File: config.mk
export PLATFORM = sky130hd
export DESIGN_NAME = padd_chain_flat
export DESIGN_NICKNAME = d
export VERILOG_FILES = /design/src/rtl/padd_chain_if.sv /design/src/rtl/padd_chain.sv /design/src/flat_wrapper.sv
export SDC_FILE = /design/constraint.sdc
export NUM_CORES = 1
export LEC_CHECK = 0
export CAP_MARGIN = 15
export CORE_ASPECT_RATIO = 2
export CORE_MARGIN = 5
export CORE_UTILIZATION = 40
export DETAILED_ROUTE_END_ITERATION = 8
export HOLD_SLACK_MARGIN = 0.03
export SLEW_MARGIN = 10
export SYNTH_ARGS = -nofsm -noshare
export SYNTH_HDL_FRONTEND = slang
export SYNTH_SLANG_ARGS = --single-unit
File: constraint.sdc
create_clock -name clk -period 10.05 [get_ports clk]
set_input_delay 1.005 -clock clk [delete_from_list [all_inputs] [get_ports clk]]
set_output_delay 1.005 -clock clk [all_outputs]
set_load 0.02 [all_outputs]
File: src/rtl/padd_chain_if.sv
`default_nettype none
// ============================================================================
// Module   : padd_chain_if
// Purpose  : Sample/result bundle for padd_chain: control, operands, cascade
//            outputs and the registered pre-adder result.
// Revision : 1.0 - initial release
// ============================================================================
interface padd_chain_if #(
    parameter int WIDTH = 18
);
    logic             ce;
    logic             flush;
    logic             in_valid;
    logic             sub;
    logic [WIDTH-1:0] si;
    logic [WIDTH-1:0] b;
    logic [WIDTH-1:0] so;
    logic [WIDTH-1:0] sbo;
    logic [WIDTH+1:0] dout;
    logic [WIDTH-1:0] sat_out;
    logic             ovf;
    logic             out_valid;

    modport master (
        output ce, flush, in_valid, sub, si, b,
        input  so, sbo, dout, sat_out, ovf, out_valid
    );

    modport slave (
        input  ce, flush, in_valid, sub, si, b,
        output so, sbo, dout, sat_out, ovf, out_valid
    );
endinterface
`default_nettype wire

File: src/rtl/padd_chain.sv
`default_nettype none
// ============================================================================
// Module   : padd_chain
// Purpose  : Pipelined pre-adder dout = si[n-(DEPTH-1)] +/- b[n] with an SI
//            delay chain, saturation, overflow flag and valid tracking.
// Revision : 1.0 - initial release
// ============================================================================
module padd_chain #(
    parameter int WIDTH  = 18,
    parameter int DEPTH  = 4,
    parameter int SIGNED = 1
) (
    input  wire logic   clk,
    input  wire logic   reset_n,
    padd_chain_if.slave bus
);
    localparam int FW = $clog2(DEPTH + 1);
    localparam logic [FW-1:0] c_fill_full  = FW'(DEPTH);
    localparam logic [FW-1:0] c_fill_ready = FW'(DEPTH - 1);
    localparam logic [FW-1:0] c_fill_one   = FW'(1);

    logic [WIDTH-1:0] r_chain [DEPTH];
    logic [WIDTH-1:0] r_b;
    logic             r_sub;
    logic [FW-1:0]    r_fill;
    logic             r_v1;

    logic [WIDTH+1:0] r_dout;
    logic [WIDTH-1:0] r_sat;
    logic             r_ovf;
    logic             r_out_valid;

    logic [WIDTH-1:0] w_a;
    logic [WIDTH+1:0] w_a_ext;
    logic [WIDTH+1:0] w_b_ext;
    logic [WIDTH+1:0] w_sum;
    logic [WIDTH-1:0] w_sat;
    logic             w_over;

    // Stage 1: delay chain and operand B register. Only accepted samples shift.
    always_ff @(posedge clk or negedge reset_n) begin
        if (!reset_n) begin
            for (int i = 0; i < DEPTH; i++) r_chain[i] <= '0;
            r_b    <= '0;
            r_sub  <= 1'b0;
            r_fill <= '0;
            r_v1   <= 1'b0;
        end else if (bus.flush) begin
            for (int i = 0; i < DEPTH; i++) r_chain[i] <= '0;
            r_b    <= '0;
            r_fill <= '0;
            r_v1   <= 1'b0;
        end else if (bus.ce) begin
            // Valid once the chain already holds DEPTH-1 older samples.
            r_v1 <= bus.in_valid & (r_fill >= c_fill_ready);
            if (bus.in_valid) begin
                r_chain[0] <= bus.si;
                for (int i = 1; i < DEPTH; i++) r_chain[i] <= r_chain[i-1];
                r_b    <= bus.b;
                r_sub  <= bus.sub;
                r_fill <= (r_fill == c_fill_full) ? r_fill : r_fill + c_fill_one;
            end
        end
    end

    assign w_a = r_chain[DEPTH-1];

    if (SIGNED != 0) begin : g_signed
        assign w_a_ext = {{2{w_a[WIDTH-1]}}, w_a};
        assign w_b_ext = {{2{r_b[WIDTH-1]}}, r_b};
        // Fits WIDTH only when the three top bits agree.
        assign w_over  = (w_sum[WIDTH+1:WIDTH-1] != 3'b000) &&
                         (w_sum[WIDTH+1:WIDTH-1] != 3'b111);
        assign w_sat   = !w_over        ? w_sum[WIDTH-1:0] :
                         w_sum[WIDTH+1] ? {1'b1, {(WIDTH-1){1'b0}}} :
                                          {1'b0, {(WIDTH-1){1'b1}}};
    end else begin : g_unsigned
        assign w_a_ext = {2'b00, w_a};
        assign w_b_ext = {2'b00, r_b};
        // Negative (sub underflow) or carry beyond WIDTH bits.
        assign w_over  = w_sum[WIDTH+1] | w_sum[WIDTH];
        assign w_sat   = !w_over        ? w_sum[WIDTH-1:0] :
                         w_sum[WIDTH+1] ? {WIDTH{1'b0}} :
                                          {WIDTH{1'b1}};
    end

    assign w_sum = r_sub ? (w_a_ext - w_b_ext) : (w_a_ext + w_b_ext);

    // Stage 2: full-precision result, clamped copy and valid.
    always_ff @(posedge clk or negedge reset_n) begin
        if (!reset_n) begin
            r_dout      <= '0;
            r_sat       <= '0;
            r_ovf       <= 1'b0;
            r_out_valid <= 1'b0;
        end else if (bus.flush) begin
            r_dout      <= '0;
            r_sat       <= '0;
            r_ovf       <= 1'b0;
            r_out_valid <= 1'b0;
        end else if (bus.ce) begin
            r_dout      <= w_sum;
            r_sat       <= w_sat;
            r_ovf       <= w_over;
            r_out_valid <= r_v1;
        end
    end

    assign bus.so        = w_a;
    assign bus.sbo       = r_b;
    assign bus.dout      = r_dout;
    assign bus.sat_out   = r_sat;
    assign bus.ovf       = r_ovf;
    assign bus.out_valid = r_out_valid;

endmodule
`default_nettype wire

File: src/flat_wrapper.sv
// flat-port wrapper written by rule: the top's interface ports become plain ports
module padd_chain_flat 
#(
    parameter int WIDTH  = 18,
    parameter int DEPTH  = 4,
    parameter int SIGNED = 1
)
  (clk, reset_n, bus_ce, bus_flush, bus_in_valid, bus_sub, bus_si, bus_b, bus_so, bus_sbo, bus_dout, bus_sat_out, bus_ovf, bus_out_valid);
  padd_chain_if #(.WIDTH(WIDTH)) bus_i ();
  input  wire logic clk;
  input  wire logic reset_n;
  input wire logic [$bits(bus_i.ce)-1:0] bus_ce;
  input wire logic [$bits(bus_i.flush)-1:0] bus_flush;
  input wire logic [$bits(bus_i.in_valid)-1:0] bus_in_valid;
  input wire logic [$bits(bus_i.sub)-1:0] bus_sub;
  input wire logic [$bits(bus_i.si)-1:0] bus_si;
  input wire logic [$bits(bus_i.b)-1:0] bus_b;
  output wire logic [$bits(bus_i.so)-1:0] bus_so;
  output wire logic [$bits(bus_i.sbo)-1:0] bus_sbo;
  output wire logic [$bits(bus_i.dout)-1:0] bus_dout;
  output wire logic [$bits(bus_i.sat_out)-1:0] bus_sat_out;
  output wire logic [$bits(bus_i.ovf)-1:0] bus_ovf;
  output wire logic [$bits(bus_i.out_valid)-1:0] bus_out_valid;
  assign bus_i.ce = bus_ce;
  assign bus_i.flush = bus_flush;
  assign bus_i.in_valid = bus_in_valid;
  assign bus_i.sub = bus_sub;
  assign bus_i.si = bus_si;
  assign bus_i.b = bus_b;
  assign bus_so = bus_i.so;
  assign bus_sbo = bus_i.sbo;
  assign bus_dout = bus_i.dout;
  assign bus_sat_out = bus_i.sat_out;
  assign bus_ovf = bus_i.ovf;
  assign bus_out_valid = bus_i.out_valid;
  padd_chain #(.WIDTH(WIDTH), .DEPTH(DEPTH), .SIGNED(SIGNED)) u_core (.clk(clk), .reset_n(reset_n), .bus(bus_i));
endmodule
==> results.cfg <==
[detailed_routing]
route.detailed.drc = 0
starting_drc_count_in_detailed_routing = 152
antenna_left = 0
drt_pass1_iterations = 6
routed_vias = 4814
drt-wirelength-per-cell_um = 18.0
finalWirelength_um = 16000
vias_per_cell = 5.44

[global_route]
antenna_found_initial = 0
grt_first_pass_wirelength_um = 26200
grt_overall_usage_pct = 17.6
grt_overflow = 0
first_global_vias = 4986
grt_start_max_net_pins = 93

[yosys]
synth-main-ff-cell = dfrtp_1
synthesis.area_um2 = 6440
syn-mean-instance-area_um2 = 11.1
synth_warnings = 0
mappedNetlistNets = 646
synth_enable_flop_cells = 0
ys_async_sr_fraction_pct = 100
synth_sequential_area_ratio_pct = 51.7
number_of_synthesized_register_bits = 133
distinct_cell_type_count_after_synthesis = 59
syn_inst = 581

[pwr]
switching_power_mw = 0.502
power_frac_comb_pct = 23.3
max-vdd-ir-drop_mv = 0.121
fraction_of_power_consumed_by_sequential_logic_pct = 37.9
cell_internal_pwr_mw = 1.10
leakage_power_nw = 3.77
clock_power_share_pct = 38.7
cellPowerDensity_nw_per_um2 = 193
sw_frac_of_total_pct = 31.4

[floorplanning]
die_x_um = 99.7
vertical_extent_of_the_die_um = 189
placement_rows = 65
start_util_pct = 40.8
die_area_um2 = 18900
core_region_area_um2 = 15800
ioPinCount = 118

[setup_path]
cp.buffers_inverters = 0
cpPeakStageDelay_ns = 0.50
worst-setup-path-type = reg -> reg
startpoint_type = register
timing.critical_path.fanout_max = 13
critical_path_arrival_ns = 4.51
crit_path_end_kind = register
timing.critical_path.slowest_stage_cell = nor4_1
cp_top_family = simple AND/OR/NAND/NOR gates
crit_chain = nor4_2, nand2_1, nor4_1, a21oi_1, xnor2_1, ha_1, a21oi_1, o21ai_0, o31ai_4, xor2_2, nand3_2, o211ai_1
timing.critical_path.required_ns = 10.37
critical-path-top-cell-by-count = a21oi_1

[sta]
timing.max_slew.rel_slack_pct = 39.0
fin_worst_skew_ns = 0.0169
number_of_hold_violations_in_the_final_report = 0
fmaxAchievable_mhz = 239
setup_viol = 0
final.min_clock_period_ns = 4.19
rsz_0062_raised_after_global_routing = no
total_negative_setup_slacks_ns = 0
max_slew.worst_pin.slew_ns = 0.915
crit_path_setup_slack_layout_ns = 5.86
drv_slew = 0
period_share_pct = 41.7

[layout]
final_layout_size_suffix_gt1_share_pct = 9.06
n_antenna_cell = 0
num-nets-final = 736
final-instance-count-excl-fill = 885
area_growth_syn_to_layout_pct = 28.3
final_cell_mix = dfrtp_1 (133), clkdlybuf4s50_1 (116), a22o_1 (93), nand2_1 (49), nor2_1 (41)
final_common_cell = dfrtp_1

[clocking]
cts.htree.levels = 4
cts-buffers-inserted = 17
post_cts_resized = 0
setup_bufs_post_cts = 0
cts.sinks = 133
cts.clk_slew.worst_paths_ns = 0.06
clock_tree.root_cell = clkbuf_16
cts.hold.buffers_added = 0
tritoncts = yes
clk-insertion-delay-late_ns = 0.42
max-clock-path-buffers = 2

[hold_path]
hold_class = reg -> reg

[run]
max_cap_viol_count = 0

[placed_design]
detailedPlace.worstSlack_ns = 5.87
dp_hpwl_um = 12000
placed_cells_incl_taps = 852
place.port_buffers = 117
gp_congestion = 0.898

[run_status]
status = completed
==> cells by family (layout without fill, tap and decap cells) <==
family                   Yosys count  in the layout  share of synthesized area (%)
AO/OA/AOI/OAI                    175            175                           21.6
AND/OR/NAND/NOR                  142            142                           10.6
flip-flops                       133            133                           51.7
buffers and inverters             63            166                           4.95
XOR/XNOR                          30             30                           4.19
adder cells (fa/ha/maj)           26             26                           5.07
multiplexers                      12             12                           1.88
==> synth_stat cells (4+ instances only) <==
master / count / area, µm²
a21o_1: 9 / 67.6
a21oi_1: 24 / 120
a22o_1: 93 / 815
a32oi_1: 4 / 35.0
buf_4: 20 / 150
clkbuf_1: 30 / 113
dfrtp_1: 133 / 3330
ha_1: 22 / 275
inv_1: 11 / 41.3
mux2i_1: 11 / 110
nand2_1: 49 / 184
nand3_1: 15 / 75.1
nor2_1: 41 / 154
nor2b_1: 5 / 31.3
nor3_1: 6 / 30.0
o211ai_1: 8 / 60.1
o21ai_0: 10 / 50.1
xnor2_1: 24 / 210
xor2_1: 5 / 43.8
==> layer usage <==
metal | part of all wire, % | routed length (µm) | global-route usage (%)
met1 | 39 | 6240 | 20.1
met4 | 3.0 | 472 | 8.10
met5 | 0 | 0 | 0
met3 | 4.1 | 652 | 3.21
met2 | 54 | 8600 | 31.2
==> worst paths after layout <==
kind	start	to	slack, ns	cells after the start
min reg2reg	u_core.bus.dout[12]	u_core.bus.dout[12]	0.47	2
max in group asynchronous	reset_n	u_core.r_chain[31]	8.47	3
max	u_core.bus.sbo[5]	u_core.bus.sat_out[6]	5.86	12
max reg2reg	u_core.bus.sbo[5]	u_core.bus.sat_out[6]	5.86	12
min	u_core.bus.dout[12]	u_core.bus.dout[12]	0.47	2
min in group asynchronous	reset_n	u_core.r_fill[2]	0.49	1
==> flip-flops by register name, indices dropped and copies added (netlist names) <==
register,flops
u_core.bus.dout,19
u_core.r_fill,3
u_core.bus.so,18
u_core.bus.sat_out,17
u_core.bus.out_valid,1
u_core.bus.ovf,1
u_core.r_chain,54
u_core.bus.sbo,18
u_core.r_v1,1
u_core.r_sub,1
==> worst reg2reg max path: stages (launching register included) <==
cell      delay [ns]
dfrtp_1         0.43
nor4_2          0.41
nand2_1         0.19
nor4_1          0.51
a21oi_1         0.17
xnor2_1         0.16
ha_1            0.35
a21oi_1         0.30
o21ai_0         0.23
o31ai_4         0.35
xor2_2          0.44
nand3_2         0.37
o211ai_1        0.19
==> cell type report <==
| cell class | instances | area [µm²] |
|---|---|---|
| multi-input combinational | 385 | 2810 |
| fill | 1452 | 7510 |
| clock inverter | 14 | 158 |
| timing repair buffer | 123 | 1240 |
| inverter | 11 | 41.3 |
| sequential | 133 | 3330 |
| clock buffer | 18 | 439 |
| tap | 201 | 251 |
==> per-stage QoR <==
stage	total power [mW]	area (µm²)	util [%]	hold WS [ns]
floorplan	0.839	6440	-	0.466
global route	1.68	8260	52.4	0.499
finish	1.60	8260	52.4	0.473
global placement	0.986	7640	48.4	0.461
detailed placement	0.991	7640	48.4	0.467
CTS	1.62	8240	52.2	0.481
==> power groups by stage <==
stage / clock (mW) / sequential [mW] / combinational, mW
6_report: 0.619 / 0.606 / 0.373
5_1_grt: 0.660 / 0.612 / 0.406
4_1_cts: 0.633 / 0.606 / 0.377
3_5_place_dp: 0 / 0.616 / 0.375
3_3_place_gp: 0 / 0.615 / 0.371
2_1_floorplan: 0 / 0.646 / 0.193
Power figures use the tool's default switching activity.
